`src/rtl/pa_scan_display.sv`:
```
// Arithmetic-progression generator with a time-multiplexed N-digit 7-segment scanner.
// Optional build macro PA_BCD_EN selects packed-BCD arithmetic and display.
module pa_scan_display #(
  parameter int CLK_HZ   = 125000000,
  parameter int STEP_HZ  = 1,
  parameter int DIGITS   = 2,
  parameter int SCAN_DIV = 64
) (
  input  logic                  sysclk,
  input  logic                  rst,
  input  logic                  en,
  input  logic                  load,
  input  logic [4*DIGITS-1:0]   first,
  input  logic [3:0]            step,
  output logic [4*DIGITS-1:0]   term,
  output logic                  tick,
  output logic                  wrap,
  output logic [6:0]            seg,
  output logic [DIGITS-1:0]     dsel
);

  localparam int W  = 4 * DIGITS;
  localparam int TC = CLK_HZ / STEP_HZ - 1;
  localparam int PW = (TC < 2) ? 1 : $clog2(TC + 1);
  localparam int SW = (SCAN_DIV < 3) ? 1 : $clog2(SCAN_DIV);
  localparam int IW = (DIGITS < 3) ? 1 : $clog2(DIGITS);

  logic [PW-1:0]     presc_q, presc_d;
  logic              tick_q, tick_d;
  logic [W-1:0]      term_q, term_d;
  logic              wrap_q, wrap_d;
  logic [SW-1:0]     scan_q, scan_d;
  logic [IW-1:0]     idx_q, idx_d;
  logic [W-1:0]      snap_q, snap_d;
  logic [6:0]        seg_q, seg_d;
  logic [DIGITS-1:0] dsel_q, dsel_d;

  logic              tick_now;
  logic              scan_end;
  logic [W:0]        sum;
  logic [3:0]        nib;

  function automatic logic [6:0] hex7(input logic [3:0] n);
    logic [6:0] p;
    case (n)
      4'h0: p = 7'h3F;
      4'h1: p = 7'h06;
      4'h2: p = 7'h5B;
      4'h3: p = 7'h4F;
      4'h4: p = 7'h66;
      4'h5: p = 7'h6D;
      4'h6: p = 7'h7D;
      4'h7: p = 7'h07;
      4'h8: p = 7'h7F;
      4'h9: p = 7'h6F;
      4'hA: p = 7'h77;
      4'hB: p = 7'h7C;
      4'hC: p = 7'h39;
      4'hD: p = 7'h5E;
      4'hE: p = 7'h79;
      default: p = 7'h71;
    endcase
    return p;
  endfunction

  // Returns {carry, sum}; carry is the overflow out of the displayed range.
  function automatic logic [W:0] add_step(input logic [W-1:0] a, input logic [3:0] b);
    logic [W:0] r;
`ifdef PA_BCD_EN
    logic [4:0] s;
    logic       c;
    logic [3:0] bb;
    r  = '0;
    c  = 1'b0;
    bb = (b > 4'd9) ? 4'd9 : b;
    for (int i = 0; i < DIGITS; i++) begin
      s = {1'b0, a[4*i +: 4]} + {4'b0000, c} + ((i == 0) ? {1'b0, bb} : 5'd0);
      c = (s > 5'd9);
      if (c) s = s + 5'd6;
      r[4*i +: 4] = s[3:0];
    end
    r[W] = c;
`else
    r = {1'b0, a} + {{(W-3){1'b0}}, b};
`endif
    return r;
  endfunction

  function automatic logic [W-1:0] load_val(input logic [W-1:0] f);
    logic [W-1:0] r;
`ifdef PA_BCD_EN
    r = '0;
    for (int i = 0; i < DIGITS; i++)
      r[4*i +: 4] = (f[4*i +: 4] > 4'd9) ? 4'd9 : f[4*i +: 4];
`else
    r = f;
`endif
    return r;
  endfunction

  always_comb begin
    tick_now = (presc_q == PW'(TC));
    sum      = add_step(term_q, step);

    presc_d = presc_q;
    term_d  = term_q;
    wrap_d  = 1'b0;
    if (load) begin
      presc_d = '0;
      term_d  = load_val(first);
    end else begin
      presc_d = tick_now ? '0 : presc_q + PW'(1);
      if (tick_now && en) begin
        term_d = sum[W-1:0];
        wrap_d = sum[W];
      end
    end
    tick_d = (presc_d == PW'(TC));

    scan_end = (scan_q == SW'(SCAN_DIV - 1));
    scan_d   = scan_end ? '0 : scan_q + SW'(1);
    idx_d    = idx_q;
    snap_d   = snap_q;
    if (scan_end) begin
      idx_d = (idx_q == IW'(DIGITS - 1)) ? '0 : idx_q + IW'(1);
      // A new frame latches the term so every digit of the frame agrees.
      if (idx_d == '0) snap_d = term_q;
    end

    nib = 4'h0;
    for (int i = 0; i < DIGITS; i++)
      if (idx_q == IW'(i)) nib = snap_q[4*i +: 4];
    // Blank during the last cycle of a slot so the next digit never ghosts.
    seg_d  = scan_end ? 7'h7F : ~hex7(nib);
    dsel_d = DIGITS'(1) << idx_q;
  end

  always_ff @(posedge sysclk or negedge rst) begin
    if (!rst) begin
      presc_q <= '0;
      tick_q  <= 1'b0;
      term_q  <= '0;
      wrap_q  <= 1'b0;
      scan_q  <= '0;
      idx_q   <= '0;
      snap_q  <= '0;
      seg_q   <= 7'h7F;
      dsel_q  <= '0;
    end else begin
      presc_q <= presc_d;
      tick_q  <= tick_d;
      term_q  <= term_d;
      wrap_q  <= wrap_d;
      scan_q  <= scan_d;
      idx_q   <= idx_d;
      snap_q  <= snap_d;
      seg_q   <= seg_d;
      dsel_q  <= dsel_d;
    end
  end

  assign term = term_q;
  assign tick = tick_q;
  assign wrap = wrap_q;
  assign seg  = seg_q;
  assign dsel = dsel_q;

endmodule

```
`config.mk`:
```
export PLATFORM = sky130hd
export DESIGN_NAME = pa_scan_display
export DESIGN_NICKNAME = d
export VERILOG_FILES = /design/src/rtl/pa_scan_display.sv
export SDC_FILE = /design/constraint.sdc
export NUM_CORES = 1
export LEC_CHECK = 0
export BUFFER_PORTS_ARGS = -buffer_cell sky130_fd_sc_hd__buf_2
export CORE_ASPECT_RATIO = 0.5
export CORE_MARGIN = 2
export CORE_UTILIZATION = 53
export DETAILED_ROUTE_END_ITERATION = 8
export HOLD_SLACK_MARGIN = 0.03
export PLACE_DENSITY = 0.8
export SETUP_SLACK_MARGIN = 0.5
export SYNTH_ARGS = -nofsm -noshare
export SYNTH_HDL_FRONTEND = slang
export SYNTH_SLANG_ARGS = --single-unit
```
`constraint.sdc`:
```
create_clock -name sysclk -period 2.2 [get_ports sysclk]
set_input_delay 0.22 -clock sysclk [delete_from_list [all_inputs] [get_ports sysclk]]
set_output_delay 0.22 -clock sysclk [all_outputs]
set_load 0.03 [all_outputs]
```
Yosys cells after proc, flatten, opt, wreduce, memory -nomap -nowiden
Memories as Yosys holds them, arrays and structs flattened. Index checks and enable logic that the tools add are counted.

Add/sub/neg operators: 4. $mul: 0. Divide/modulo/power cells: 0. Order comparisons: 0. Eq/ne operators: 3. Shift operators: 1. Multiplexer cells: 10. Bitwise logic cells: 2. Reductions and logical operators: 3.

Operators with widths (number): $eq A27 B27 Y1 const B (2); $mux W27 (2); $add A27 B1 Y27 const B (1); $mux W8 (2); $add A8 B4 Y9 (1); $mux W7 (1); $not A7 Y7 (1); $add A6 B1 Y6 const B (1); $eq A6 B6 Y1 const B (1); $mux W6 (1); $mux W4 (1); $mux W1 (3); $reduce_and A2 Y1 (1); $reduce_bool A2 Y1 (1); $shl A1 B1 Y2 const A (1); $add A1 B1 Y1 const B (1); $logic_and A1 B1 Y1 (1); $not A1 Y1 (1).

Register bits: 61. Latch bits: 0. RAM bits: 0. ROM bits: 112. Input port bits: 16. Output and inout port bits: 19. Logic and storage cells: 33. Memories kept: 1.

Memories: (no name shown) (depth 16, bits a word 7, rd ports 1, clocked after Yosys merged registers in 0, wr ports 0, RTL line 45) `case (n)`.

Depth between registers and ports, before layout
Gate-level depths: netlist of the first run.

Depth after elaboration: 4. Mapped depth: 9. Mapped depth without buffers: 9.

Worst setup path before layout of the first run
OpenSTA, ideal clock, no wires.

Path kind: reg-to-reg. Start point: register presc_q[0]. End point: register tick_q (netlist: tick). Setup time: 96 ps. Arrival: 2155 ps. Required time: 2104 ps. Path slack: -51 ps. Stages on the path, launching flop included: 9. Path buffers: 1. Clock period less this slack: 2251 ps. Cells stage by stage: dfrtp_1 -> ha_1 -> buf_2 -> nand3_1 -> nor4_4 -> or4b_1 -> xnor2_1 -> o2111ai_1 -> nor4_2.

Word-level cells in the longest chain between the ends: 4.

Ends and longest elaborated chain: start: declaration (RTL line 28) `logic [PW-1:0] presc_q, presc_d;`; start signal: assignment (RTL line 150) `presc_q <= presc_d;`; $add A27 B1 Y27 / $eq A27 B27 Y1 (equally long branches) (RTL line 112, 102); $mux W27 (*) (RTL line 112) `presc_d = tick_now ? '0 : presc_q + PW'(1);`; $mux W27 (*) (RTL line 108) `if (load) begin`; $eq A27 B27 Y1 (*) (RTL line 118) `tick_d = (presc_d == PW'(TC));`; net tick_d (RTL line 29) `logic tick_q, tick_d;`; end signal: assignment (RTL line 151) `tick_q <= tick_d;`; end: declaration (RTL line 29).

Mark *: on every way through the listed nets, which the timed path passes. The rest lies on a longest branch. A chain may end at the register's enable or synchronous reset.

Worst setup path after layout of the first run
Start point: register presc_q[2]. End point: register tick_q (netlist: tick).

Same word-level chain as after synthesis.

==> results of run 1 <==
[power breakdown]
part           total, uW  switching, uW  internal, uW  leakage (uW)
Combinational        241            149          92.7       0.00108
Clock               1330            542           792      0.000128
Sequential          1170           24.8          1140      0.000778
Total               2740            716          2030       0.00199
[sequential cells by signal (all words and copies together), names as in the netlist]
signal,flops
presc_q,27
snap_q,8
term,8
seg,7
scan_q,6
dsel,2
idx_q,1
tick,1
wrap,1
[path summary, 6_finish.rpt]
check | start | end | slack (ps) | cells after the start
min reg2reg | scan_q[4] | scan_q[4] | 510 | 1
min in group asynchronous | rst | presc_q[10] | 400 | 2
max in group asynchronous | rst | seg[4] | 1130 | 3
max reg2reg | presc_q[2] | tick | -30 | 7
max | presc_q[2] | tick | -30 | 7
min | first[5] | term[5] | 100 | 3
[per-layer routing]
layer / vias up / global-route usage, % / share of wire, %
met5: - / 0 / 0
met4: 0 / 12.6 / 5.5
met3: 73 / 7.59 / 7.3
met2: 209 / 47.0 / 48
met1: 1565 / 32.9 / 39
li1: 1350 / - / -
[timing repair]
| item | CTS | global route |
|---|---|---|
| endpoints found under the setup margin | 49 | 46 |
| hold buffers | 1 | 0 |
| gates resized for setup | 45 | 11 |
| hold endpoints to repair | 21 | 0 |
| gates cloned | 1 | 0 |
| buffers inserted | 13 | 9 |
| pin swaps | 17 | 7 |
[cells by family (layout without fill, tap and decap cells)]
kind of cell	count (synthesis)	after routing	synth area share [%]
AO/OA/AOI/OAI	46	46	9.49
XOR/XNOR	35	35	9.05
adder cells (fa/ha/maj)	13	13	5.02
buffers and inverters	28	105	3.51
flip-flops	61	61	45.3
multiplexers	17	17	5.43
other	0	1	0
AND/OR/NAND/NOR	140	140	22.2
[cell usage in the layout (no fill, tap or decap), types with 8 or more instances in the layout]
cell	netlist	final
nand4_1	10	10
xnor2_1	22	19
clkbuf_16	0	9
mux2_2	10	10
inv_1	12	9
dfrtp_2	0	8
nand3_1	20	17
nor2_1	34	19
buf_2	5	34
ha_1	12	10
buf_4	0	30
o21ai_1	4	8
buf_6	1	9
nand2_1	30	29
xor2_1	13	13
dfrtp_1	54	46
nor2_2	0	13
[worst max-delay path: stages, from the launching register on]
cell	delay, ps
dfrtp_1	460
nand3_4	200
nor4_1	430
buf_4	210
nand3_1	110
xor2_1	270
nand3_1	160
nor4_2	300
[cell type report]
type,count,area (um2),area share (%)
Clock buffer,11,243,5.32
Clock inverter,5,36.3,0.796
Timing Repair Buffer,77,569,12.5
Sequential cell,61,1550,33.9
Multi-Input combinational cell,251,2010,44.1
Tap cell,88,110,2.41
Antenna cell,1,2.50,0.0549
Inverter,12,45.0,0.988
[stage by stage]
step                      cells  total power (uW)  setup WS (ps)
after floorplan             340              1290          -26.8
after global placement      465              1370           84.5
after detailed placement    465              1370           50.2
after CTS                   496              2700            101
after global routing        506              2810           -136
final                       506              2740          -31.1
==> results.json, run 1 <==
{
  "gr-total-overflow": 0,
  "syn-num-nets": 369,
  "ant_nets": 0,
  "synth_cell_types": 51,
  "clockBufferDepth": 2,
  "tightest_slew_ps": 658,
  "rsz0062_at_grt": "true",
  "ir_worst_vdd_uv": 378,
  "synth_top_cell_area_share_pct": 39.9,
  "setup_viol": 1,
  "wl_per_cell_um": 20.4,
  "root_buffer": "clkbuf_16",
  "power_per_cell_area_mw_per_mm2": 601,
  "cp-end-kind": "flop",
  "rows": 20,
  "yosysSeqAreaShare_pct": 45.3,
  "n_fill_cell": 347,
  "timing.fmax_mhz": 448,
  "crit_type": "reg2reg",
  "hold_ws_ps": 98.0,
  "relSlewSlack_pct": 55.6,
  "clkSinkCount": 61,
  "grt_max_degree": 41,
  "async_flop_share_pct": 100,
  "synth_seq_cells": 61,
  "initial_utilization_pct": 55.2,
  "cts_tree": "yes",
  "final_nets": 441,
  "place_area_mm2": 0.00388,
  "grt_pass1_wl_mm": 14.6,
  "areaGrowthSynthToFinish_pct": 34.7,
  "setup_tns_ps": -31.1,
  "place.gp.congestion": 0.943,
  "clkTransAtPathRegs_ps": 60,
  "timing.final.ws_setup_ps": -31.1,
  "finalInstanceArea_mm2": 0.00456,
  "cts_inserted_buffers": 9,
  "grt_usage_pct": 27.3,
  "clk_latency_ps": 340,
  "synth_edf_count": 0,
  "min_path_type": "in2reg",
  "synth_area_mm2": 0.00339,
  "final-max-slew-violation-count": 0,
  "antenna_found_initial": 1,
  "ys_warn_count": 0,
  "cp.arrival_ps": 2470,
  "wirelength_mm": 10.3,
  "status": "finished, violations left",
  "post-route-min-period_ps": 2230,
  "critical_path.max_fanout": 11,
  "port_buffers": 34,
  "postSynthCellCount": 340,
  "synth.most_common_cell": "dfrtp_1",
  "io_pins": 35,
  "die_w_um": 117,
  "synth_common_cells": "54 x dfrtp_1, 34 x nor2_1, 30 x nand2_1, 22 x xnor2_1, 20 x nand3_1",
  "hold_viol": 0,
  "post-route-drc-count": 0,
  "ys_top_cells_by_area": "dfrtp_1 40%, xnor2_1 5.7%, dfstp_2 5.4%",
  "drtPass1Iterations": 7,
  "hpwl_mm": 5.49,
  "violations": "setup timing",
  "final_core_util_pct": 74.4,
  "vias": 3197,
  "grt_pass1_vias": 3019,
  "dieHeight_um": 60.5,
  "synth_area_leader_cell": "dfrtp_1",
  "layout-drive-gt1-share_pct": 41.2,
  "synthFlopType": "dfrtp_1",
  "vias_per_cell": 6.32,
  "fp.coreArea_mm2": 0.00613,
  "start_kind": "flop",
  "drv_cap": 0,
  "drt_iter0_drc": 436,
  "power_leakage_uw": 0.00199,
  "synth.avg_cell_area_um2": 9.96,
  "skew_ps": 5.25,
  "fin_crit_sh_pct": 101,
  "crit_required_ps": 2440,
  "htree_num_levels": 3,
  "die_area_mm2": 0.00708
}
Power figures use the tool's default switching activity.
==> run 2: changes to the inputs <==
Settings changed: CELL_PAD_IN_SITES_DETAIL_PLACEMENT set to 2, CELL_PAD_IN_SITES_GLOBAL_PLACEMENT set to 2, CORE_UTILIZATION 53 to 34.
Clock period 2.2 ns to 1.9 ns, I/O delays scaled along.
==> run 2 against run 1 <==
Cell area increased by 16%. First-iteration DRC count increased by 6.0%. Die area increased by 53%. Count of clock-buffer cells in the layout unchanged. The flow still finishes with violations (setup timing). Critical path type unchanged. Fmax decreased by 13%. Register-to-register slack got worse by 650 ps. Highest routed layer is now met5. Setup slack got worse by 650 ps. Sequential share of layout area decreased by 4.6 points.
==> results.json, run 2 (synthesized netlist as in run 1, its figures left out) <==
{
  "rows": 25,
  "ant_nets": 0,
  "post-route-drc-count": 0,
  "ff2ff_setup_slack_ps": -680,
  "reg2reg_depth": 10,
  "hold_viol": 0,
  "final_cells": 605,
  "crit_buf_inv": 3,
  "tightest_slew_ps": 789,
  "place.gp.congestion": 0.890,
  "timing.fmax_mhz": 388,
  "grt_max_degree": 35,
  "vias": 3696,
  "gr-total-overflow": 0,
  "crit_type": "reg2reg",
  "wl_per_cell_um": 35.1,
  "post-route-min-period_ps": 2580,
  "cp_cell_sequence": "ha_2, buf_4, nand2_1, buf_4, nor4_4, nand3_4, buf_4, nor2_2, a21oi_2, o21ai_1",
  "wirelength_mm": 21.3,
  "io_pins": 35,
  "power_leakage_uw": 0.00231,
  "port_buffers": 34,
  "crit_required_ps": 2160,
  "grt_pass1_vias": 3922,
  "violations": "setup timing",
  "max_stage_delay_ps": 410,
  "crit_family": "simple AND/OR/NAND/NOR gates",
  "clkSinkCount": 61,
  "drt_iter0_drc": 462,
  "grt_usage_pct": 33.6,
  "root_buffer": "clkbuf_16",
  "start_kind": "flop",
  "power_per_cell_area_mw_per_mm2": 642,
  "worstReg2RegEnd": "term[2]",
  "skew_ps": 14.7,
  "vias_per_cell": 6.11,
  "mostFrequentLayoutCell": "buf_4",
  "largest_reg_flops": 27,
  "timing.final.ws_setup_ps": -678,
  "die_w_um": 145,
  "hpwl_mm": 9.35,
  "cts_tree": "yes",
  "clockBufferDepth": 2,
  "critPathSlowestCell": "dfrtp_1",
  "antenna_found_initial": 3,
  "grt_pass1_wl_mm": 26.0,
  "hp-start": "first[7]",
  "clkTransAtPathRegs_ps": 70,
  "ir_worst_vdd_uv": 959,
  "placed_cells": 551,
  "final-max-slew-violation-count": 0,
  "clk_latency_ps": 350,
  "dieHeight_um": 74.6,
  "fp.coreArea_mm2": 0.00957,
  "status": "finished, violations left",
  "final_nets": 493,
  "min_path_type": "in2reg",
  "layout-drive-gt1-share_pct": 51.0,
  "drtPass1Iterations": 5,
  "cpMostUsedCell": "buf_4",
  "htree_num_levels": 3,
  "setup_viol": 37,
  "fin_crit_sh_pct": 136,
  "areaGrowthSynthToFinish_pct": 55.6,
  "cts_inserted_buffers": 9,
  "critical_path.max_fanout": 7,
  "initial_utilization_pct": 35.4,
  "die_area_mm2": 0.0108,
  "worstHoldEndpoint": "term[7]",
  "relSlewSlack_pct": 46.7,
  "regMostFlops": "presc_q",
  "layout_common_cells": "81 x buf_4, 47 x dfrtp_1, 34 x buf_2",
  "drv_cap": 0,
  "cp.arrival_ps": 2840,
  "holdPathStages": 3,
  "setup_tns_ps": -15430,
  "r2r_start": "presc_q[0]",
  "rsz0062_at_grt": "true",
  "cp-end-kind": "flop"
}
run 2: changes by cell type in the layout (fill, tap and decap cells not counted), sizes merged:
cell,previous run,this run
clkinv,2,3
clkinvlp,3,1
bufinv,0,1
buf,76,128
run 2: tightest hold or removal path: cells and delay by family:
kind	cells	cell delay, ps
buffers and inverters	1	90
AO/OA/AOI/OAI	1	70
AND/OR/NAND/NOR	1	50
run 2: repair_timing:
| item | in CTS | in global routing |
|---|---|---|
| hold endpoints to repair | 20 | 0 |
| hold buffers | 1 | 0 |
| resized for setup | 40 | 19 |
| setup endpoints to repair | 51 | 48 |
| pin swaps | 14 | 9 |
| buffers inserted | 25 | 11 |
run 2: how the worst max path moves through the flow:
stage	startpoint	slack (ps)	end	depth (start not counted)
global route	presc_q[0]	-710	term[2]	10
detailed placement	presc_q[2]	-340	tick	8
CTS	presc_q[0]	-330	tick	7
finish	presc_q[0]	-680	term[2]	10
floorplan	presc_q[0]	-330	tick	8
global placement	presc_q[15]	-200	tick	5
run 2: layout make-up:
class	count	area [um2]
Antenna cell	1	2.50
Clock buffer	11	233
Clock inverter	5	52.6
Fill cell	950	4300
Inverter	12	55.1
Multi-Input combinational cell	251	2250
Sequential cell	61	1540
Tap cell	135	169
Timing Repair Buffer	129	965
run 2: report_power, final:
group	switching [uW]	internal (uW)	total [uW]
clock	702	1010	1710
combinational	206	106	311
sequential	38.5	1320	1360
total	946	2440	3380
run 2: per-stage QoR:
stage               total power, uW  setup slack (ps)  util [%]  hold slack [ps]  cell area [um2]
floorplan                      1500              -327         -             -106             3740
finish                         3380              -678      55.1             88.8             5270
global route                   3470              -710      55.1              106             5270
detailed placement             1630              -336      46.0              277             4400
CTS                            3280              -328      53.0             79.7             5070
global placement               1610              -202      46.0              253             4400
run 2: per-layer routing:
layer / vias up / track usage, % / wire [um]
met5: - / 0 / 18
met4: 4 / 18.0 / 1100
met3: 86 / 9.08 / 1940
met2: 255 / 61.6 / 9630
met1: 1905 / 37.2 / 8580
li1: 1446 / - / -
